==> src/rtl/multich_ll_detector.sv <==
// Multi-channel windowed line-length detector driving a fixed-length stimulation pulse.
// Define LL_REFRACTORY_EN to add a refractory period after each pulse.
module multich_ll_detector #(
    parameter int unsigned DATA_WIDTH      = 16,
    parameter int unsigned CHANNELS        = 4,
    parameter int unsigned WIN_LOG2        = 8,
    parameter int unsigned LL_OUTPUT_WIDTH = DATA_WIDTH + 1 + WIN_LOG2,
    parameter int unsigned HOLD_WINDOWS    = 3,
    parameter int unsigned MIN_CH          = 1,
    parameter int unsigned STIM_CYCLES     = 1000,
    parameter int unsigned REFRACT_CYCLES  = 5000,
    localparam int unsigned CH_W           = (CHANNELS > 1) ? $clog2(CHANNELS) : 1
) (
    input  logic                        clk,
    input  logic                        rst,
    input  logic                        en,
    input  logic [DATA_WIDTH-1:0]       din,
    input  logic [LL_OUTPUT_WIDTH-1:0]  thresh,
    output logic [LL_OUTPUT_WIDTH-1:0]  ll_out,
    output logic                        ll_valid,
    output logic [CH_W-1:0]             ll_ch,
    output logic [CHANNELS-1:0]         det_mask,
    output logic                        stimulation
);

    localparam int unsigned DW1  = DATA_WIDTH + 1;
    localparam int unsigned LL_W = LL_OUTPUT_WIDTH;
    localparam int unsigned HC_W = $clog2(HOLD_WINDOWS + 1);
    localparam int unsigned CNT_W = CH_W + 1;
`ifdef LL_REFRACTORY_EN
    localparam int unsigned TMR_MAX = (STIM_CYCLES > REFRACT_CYCLES) ? STIM_CYCLES : REFRACT_CYCLES;
`else
    localparam int unsigned TMR_MAX = STIM_CYCLES;
`endif
    localparam int unsigned TMR_W = $clog2(TMR_MAX + 1);

    localparam logic [CH_W-1:0]     LAST_CH  = CH_W'(CHANNELS - 1);
    localparam logic [WIN_LOG2-1:0] LAST_WIN = '1;
    localparam logic [HC_W-1:0]     HOLD_MAX = HC_W'(HOLD_WINDOWS);

    // An out-of-range configuration never fires the stimulator.
    localparam bit CFG_OK = (CHANNELS >= 1) && (HOLD_WINDOWS >= 1) && (MIN_CH >= 1) &&
                            (MIN_CH <= CHANNELS) && (STIM_CYCLES >= 1) && (REFRACT_CYCLES >= 1);

    typedef enum logic [1:0] {
        IDLE    = 2'd0,
        STIM    = 2'd1,
        REFRACT = 2'd2
    } state_t;

    logic [CH_W-1:0]               ch_idx;
    logic [WIN_LOG2-1:0]           win_cnt;
    logic signed [DATA_WIDTH-1:0]  prev [CHANNELS];
    logic [CHANNELS-1:0]           primed;
    logic [LL_W-1:0]               acc  [CHANNELS];
    logic [HC_W-1:0]               hold [CHANNELS];

    logic signed [DW1-1:0]         diff;
    logic [DW1-1:0]                abs_diff;
    logic [LL_W-1:0]               sum;
    logic                          win_end;
    logic [HC_W-1:0]               hold_upd;

    state_t                        state, state_nx;
    logic [TMR_W-1:0]              tmr, tmr_nx;
    logic [CNT_W-1:0]              n_det;
    logic                          trig;

    // Line-length increment for the sample currently on din.
    always_comb begin
        diff     = DW1'($signed(din)) - DW1'(prev[ch_idx]);
        abs_diff = diff[DW1-1] ? $unsigned(-diff) : $unsigned(diff);
        sum      = acc[ch_idx] + (primed[ch_idx] ? LL_W'(abs_diff) : '0);
        win_end  = en && (win_cnt == LAST_WIN);
        if (sum > thresh) begin
            hold_upd = (hold[ch_idx] == HOLD_MAX) ? hold[ch_idx] : hold[ch_idx] + HC_W'(1);
        end else begin
            hold_upd = '0;
        end
    end

    always_ff @(posedge clk) begin
        if (rst) begin
            ch_idx   <= '0;
            win_cnt  <= '0;
            primed   <= '0;
            ll_out   <= '0;
            ll_valid <= 1'b0;
            ll_ch    <= '0;
            det_mask <= '0;
            for (int unsigned i = 0; i < CHANNELS; i++) begin
                prev[i] <= '0;
                acc[i]  <= '0;
                hold[i] <= '0;
            end
        end else begin
            ll_valid <= win_end;
            if (en) begin
                prev[ch_idx]   <= $signed(din);
                primed[ch_idx] <= 1'b1;
                acc[ch_idx]    <= win_end ? '0 : sum;
                if (ch_idx == LAST_CH) begin
                    ch_idx  <= '0;
                    win_cnt <= win_cnt + WIN_LOG2'(1);
                end else begin
                    ch_idx <= ch_idx + CH_W'(1);
                end
            end
            if (win_end) begin
                ll_out           <= sum;
                ll_ch            <= ch_idx;
                hold[ch_idx]     <= hold_upd;
                det_mask[ch_idx] <= (hold_upd == HOLD_MAX);
            end
        end
    end

    // Trigger is qualified on the registered, already-updated detection mask.
    always_comb begin
        n_det = '0;
        for (int unsigned i = 0; i < CHANNELS; i++) begin
            n_det = n_det + CNT_W'(det_mask[i]);
        end
        trig = CFG_OK && ll_valid && (ll_ch == LAST_CH) && (n_det >= CNT_W'(MIN_CH));
    end

    always_ff @(posedge clk) begin
        if (rst) begin
            state <= IDLE;
            tmr   <= '0;
        end else begin
            state <= state_nx;
            tmr   <= tmr_nx;
        end
    end

    always_comb begin
        state_nx = state;
        tmr_nx   = tmr;
        case (state)
            IDLE: begin
                if (trig) begin
                    state_nx = STIM;
                    tmr_nx   = '0;
                end
            end
            STIM: begin
                if (tmr == TMR_W'(STIM_CYCLES - 1)) begin
`ifdef LL_REFRACTORY_EN
                    state_nx = REFRACT;
`else
                    state_nx = IDLE;
`endif
                    tmr_nx   = '0;
                end else begin
                    tmr_nx = tmr + TMR_W'(1);
                end
            end
            REFRACT: begin
`ifdef LL_REFRACTORY_EN
                if (tmr == TMR_W'(REFRACT_CYCLES - 1)) begin
                    state_nx = IDLE;
                    tmr_nx   = '0;
                end else begin
                    tmr_nx = tmr + TMR_W'(1);
                end
`else
                state_nx = IDLE;
                tmr_nx   = '0;
`endif
            end
            default: begin
                state_nx = IDLE;
                tmr_nx   = '0;
            end
        endcase
    end

    assign stimulation = (state == STIM);

endmodule
==> config.mk <==
export PLATFORM = sky130hd
export DESIGN_NAME = multich_ll_detector
export DESIGN_NICKNAME = d
export VERILOG_FILES = /design/src/rtl/multich_ll_detector.sv
export SDC_FILE = /design/constraint.sdc
export NUM_CORES = 1
export LEC_CHECK = 0
export ABC_AREA = 0
export ABC_CLOCK_PERIOD_IN_PS = 12700
export CORE_UTILIZATION = 40
export DETAILED_ROUTE_END_ITERATION = 10
export DONT_BUFFER_PORTS = 1
export GPL_TIMING_DRIVEN = 0
export PLACE_DENSITY = 0.63
export RECOVER_POWER = 25
export SYNTH_ARGS = -nofsm -noshare
export SYNTH_HDL_FRONTEND = slang
export SYNTH_SLANG_ARGS = --single-unit
==> constraint.sdc <==
create_clock -name clk -period 12.7 [get_ports clk]
set_input_delay 3.81 -clock clk [delete_from_list [all_inputs] [get_ports clk]]
set_output_delay 3.81 -clock clk [all_outputs]
set_load 0.01 [all_outputs]
-- Word-level counts from Yosys, hierarchy flattened
Memories as Yosys holds them, arrays and structs flattened. A register that Yosys moved wholly into a read port is not among the register bits.
Cells that the tools add are included.
- bits in writable memories: 172
- word-level logic and storage cells: 86
- input port bits: 44
- register bits: 58
- memories: 3
- output and inout port bits: 33
- reduce and logical (&&, ||, !) cells: 10
- eq/ne operators: 9
- mux-type cells: 40
- bitwise gates (word level): 1
- add/subtract/negate cells: 10
- magnitude comparators: 4
- memories (name ; depth ; width ; rd ports ; clocked after Yosys merged registers in ; write ports ; RTL line ; RTL):
    acc ; 4 ; 25 ; 1 ; 1 ; 4 ; 55 ; logic [LL_W-1:0] acc [CHANNELS];
    prev ; 4 ; 16 ; 1 ; 1 ; 4 ; 53 ; logic signed [DATA_WIDTH-1:0] prev [CHANNELS];
    hold ; 4 ; 2 ; 1 ; 1 ; 4 ; 56 ; logic [HC_W-1:0] hold [CHANNELS];
- operators with widths (cell ; number):
    $mux W25 ; 2
    $mux W17 ; 2
    $mux W2 ; 15
    $add A25 B17 Y25 ; 1
    $gt A25 B25 Y1 ; 1
    $reduce_or A25 Y1 ; 1
    $mux W10 ; 2
    $pmux W10 S2 ; 1
    $neg A17 Y17 ; 1
    $sub A16 B16 Y17 ; 1
    $mux W16 ; 1
    $reduce_or A16 Y1 ; 1
    $mux W1 ; 13
    $add A10 B1 Y10 const B ; 1
    $eq A10 B10 Y1 const B ; 1
    $add A8 B1 Y8 const B ; 1
    $eq A2 B2 Y1 const B ; 4
    $eq A8 B8 Y1 const B ; 1
    $add A2 B1 Y2 const B ; 2
    $bwmux W4 ; 1
    $logic_and A1 B1 Y1 ; 4
    $or A4 B4 Y4 ; 1
    $pmux W2 S2 ; 1
    $reduce_and A2 Y1 ; 2
    other kinds (13) ; 13

-- Logic depth before layout (Yosys ltp)
- word-level depth: 9
- gate-level depth with buffers: 36
- depth with buffers taken out: 29

-- Worst setup path after synthesis
No wires, ideal clock.
- kind: input-to-reg
- start: input port din[0]
- end: memory hold[0][0] in the netlist's numbering (data pin)
- arrival time: 9696 ps
- stages: 32
- data required time: 12429 ps
- path slack: 2733 ps
- path buffers: 3
- path through: inv_1 -> ha_1 -> fa_1 -> nor2b_4 -> o2111ai_2 -> a21oi_2 -> o21a_1 -> o21a_1 -> o21a_1 -> buf_6 -> buf_2 -> o21ai_0 -> a21oi_1 -> ha_1 -> a21o_1 -> a21o_1 -> a221o_1 -> nor2b_1 -> o31a_1 -> o21ai_2 -> xor2_2 -> inv_1 -> ha_1 -> a21o_1 -> a21o_1 -> a21o_1 -> a21o_1 -> a21oi_1 -> a21oi_1 -> o31ai_1 -> buf_2 -> nor4_1
- RTL lines (what ; RTL line ; RTL):
    start: declaration ; 17 ; input logic [DATA_WIDTH-1:0] din,
    end: declaration ; 56 ;

==> key figures <==
Run status
  – Outcome: complete, but fails checks
  – Failing checks: capacitance limit, slew limit

Pwr
  – Leakage power summed over all cells: 5.52 nW
  – Pwr per Cell Area: between 100 and 150 mW/mm^2
  – Total design power: roughly 0.0021 W
  – Worst IR drop on VDD: 86.9 uV

Global route
  – Number of antenna violations at the first check in global routing: 0
  – Remaining global-route overflow: 0
  – All-Layer GR Usage: 0.211
  – First-pass GRT wire length: between 50000 and 60000 um
  – Largest net degree at the start of global routing: 42
  – Via count of the first global-routing pass: 8944

Timing
  – Fraction of the cycle the final worst path needs: 0.882
  – Worst-case clock skew: between 20 and 30 ps
  – Unrepaired setup endpoints after global routing: no
  – Final Max Slew Viols: 42
  – Worst relative slew slack: -0.609
  – Tmin final: approximately 11000 ps
  – Setup TNS: 0 ps
  – Fmax achieved: 89.3 MHz
  – Final hold slack: 468 ps
  – Hold Fails Final Rpt: 0
  – Slew of the pin with the lowest slew margin: 2410 ps
  – Final number of setup-violating endpoints: 0

Yosys
  – Number of warnings issued by yosys: 0
  – Prevailing post-synth register cell: sky130_fd_sc_hd__edfxtp_1
  – Net count after synthesis: 1262
  – Syn Std Cell Area: 0.0126 sq mm
  – Number of synthesized flops with an enable pin: around 170
  – Sequential share of the synthesized area: 0.504
  – Average instance area after synthesis: 11.0 sq um
  – Synthesized netlist cell count: ~1100
  – Number of different library cells in the post-synthesis netlist: 70
  – Post-synthesis register bit count: 231
  – Share of synthesized flip-flops with an asynchronous set or reset: 0

Critical path
  – Setup CP Type: input pin to flop
  – Most frequent CP cell: sky130_fd_sc_hd__a21o_1
  – Arrival time worst endpoint: 11470 ps
  – Largest fanout on the critical path: 10
  – Cell with the biggest individual delay on the critical path: sky130_fd_sc_hd__o31ai_1
  – Setup crit end kind: flop
  – Worst EP required: 12980 ps
  – Worst setup SP type: input pin
  – Biggest cell delay along the critical path: 590 ps

Final layout
  – Layout cells sized above 1: 0.0929
  – Final design utilization: 0.452
  – Area growth from synthesis to layout: 10.5%
  – Filler cells: 2913
  – Antenna diode count: 0
  – Fin nets: 1292
  – Post-route insts no fill: 1591
  – Area of the multi-input gates: 0.00572 sq mm
  – Area occupied by registers: 0.00635 sq mm

Job
  – Number of max-capacitance violations reported: 1

Clocking
  – Post-cts hold buffer count: 0
  – Maximum count of clock buffers along a single path: 3
  – Number of levels in the clock H-tree: 1
  – Quantity of gates resized following cts: 0
  – Number of CTS-inserted buffers: 25
  – Clk sinks: 231
  – Insertion delay to the later sink of the worst-skew pair: 560 ps
  – Clock tree from TritonCTS: built
  – Root buffer cell: sky130_fd_sc_hd__clkbuf_16
  – Clock-pin slew of the registers on the worst-case setup and hold paths: around 60 ps
  – Total setup buffers inserted after CTS: 0

Drt
  – Wire per inst: 20.7 um
  – Violation count after the first detailed-route iteration: 678
  – Pre-Repair DR Iteration Count: 5
  – Total wirelength of the detailed-routed design: 32900 um
  – DR vias: 8852
  – Vias per std cell: between 5 and 6
  – Number of nets with antenna violations after routing: 0
  – DRC violations left: 0

Floorplan
  – Starting Density: 0.409
  – Row cnt: 64
  – Y dimension of the die: 179 um
  – CORE AREA: 0.0307 sq mm
  – # IOs: 77
  – Die width: 179 um
  – Die Footprint: 0.0322 sq mm

Place
  – Count of port buffers added during placement: 0
  – HPWL Detailed: 23500 um
  – Final Wtd Congestion: 0.840
  – Cell count after placement: between 1500 and 2000

Min path
  – Worst min-delay path category: flop to flop
cell usage after synthesis, types with 32 or more instances:
cell type,count,share of area
sky130_fd_sc_hd__edfxtp_1,172,0.41
sky130_fd_sc_hd__nor2_1,144,0.043
sky130_fd_sc_hd__inv_1,89,0.027
sky130_fd_sc_hd__nand2_1,82,0.024
sky130_fd_sc_hd__a21oi_1,70,0.028
sky130_fd_sc_hd__ha_1,68,0.068
sky130_fd_sc_hd__dfxtp_1,59,0.094
sky130_fd_sc_hd__and2_1,49,0.024
sky130_fd_sc_hd__mux4_2,42,0.075
sky130_fd_sc_hd__o21ai_0,34,0.014
sky130_fd_sc_hd__a21o_1,33,0.020
sky130_fd_sc_hd__clkbuf_1,32,0.0095
critical path: cells and delay by family:
family / cells / cell delay, ps
AO/OA/AOI/OAI: 17 / 4190
XOR/XNOR: 1 / 520
adder cells (fa/ha/maj): 4 / 1220
buffers and inverters: 5 / 930
AND/OR/NAND/NOR: 5 / 790
flip-flops by register name, summed over array words and instances, names as in the netlist, named ones only:
| signal | flops |
|---|---|
| win_cnt | 8 |
| state | 1 |
| ll_out | 25 |
| hold | 8 |
| tmr | 10 |
| ch_idx | 2 |
| ll_ch | 2 |
| ll_valid | 1 |
| det_mask | 4 |
| acc | 100 |
| prev | 64 |
| primed | 4 |
cell families (layout without fill, tap and decap cells):
family,count (synthesis),count (layout),synth area share
compound gates,209,209,0.110
xor+xnor,39,39,0.0301
fa+ha+maj,71,71,0.0724
buf+inv,135,183,0.0417
flops,231,231,0.504
mux,51,51,0.0825
simple gates,411,411,0.159
cell usage in the layout, fill, tap and decap left out, types with 34 or more instances in the layout:
cell type and instances:
sky130_fd_sc_hd__a21oi_1 70, sky130_fd_sc_hd__and2_1 47, sky130_fd_sc_hd__clkbuf_1 45, sky130_fd_sc_hd__dfxtp_1 59, sky130_fd_sc_hd__edfxtp_1 172, sky130_fd_sc_hd__ha_1 68
sky130_fd_sc_hd__inv_1 89, sky130_fd_sc_hd__mux4_2 42, sky130_fd_sc_hd__nand2_1 82, sky130_fd_sc_hd__nor2_1 144, sky130_fd_sc_hd__o21ai_0 34
worst paths after layout:
check	to	start	cells after the start	slack, ps
setup reg to reg	hold[0][1]$_SDFFCE_PN0P_	flop	35	2500
setup / recovery	hold[0][1]$_SDFFCE_PN0P_	din[0]	32	1500
hold reg to reg	primed[1]$_SDFFE_PP0P_	primed[1]$_SDFFE_PP0P_	2	470
hold / removal	primed[1]$_SDFFE_PP0P_	primed[1]$_SDFFE_PP0P_	2	470
report_power, final:
group | switching (W) | internal [W]
clock | 0.000307 | 0.000378
combinational | 0.000323 | 0.000187
sequential | 0.0000103 | 0.000853
total | 0.000639 | 0.00142
per-stage QoR:
step           setup slack (ps)  cell area [sq um]
3_3_place_gp               1040              13100
3_5_place_dp               1070              13200
6_report                   1500              13900
2_1_floorplan              2730              12600
4_1_cts                    1580              13900
5_1_grt                    1010              13900
cell type report:
| class | count | area share |
|---|---|---|
| timing repair buffer | 3 | 0.00486 |
| buffer | 46 | 0.0137 |
| inverter | 89 | 0.0240 |
| sequential | 231 | 0.456 |
| multi-input combinational | 781 | 0.412 |
| clock buffer | 37 | 0.0497 |
| clock inverter | 8 | 0.00405 |
| tap | 396 | 0.0356 |
routing by layer:
metal | part of all wire | up-vias | track usage
li1 | - | 4201 | -
met1 | 0.44 | 4333 | 0.287
met2 | 0.46 | 269 | 0.344
met3 | 0.069 | 49 | 0.0378
met4 | 0.026 | 0 | 0.0595
met5 | 0 | - | 0
(Power assumes the default switching activity.)
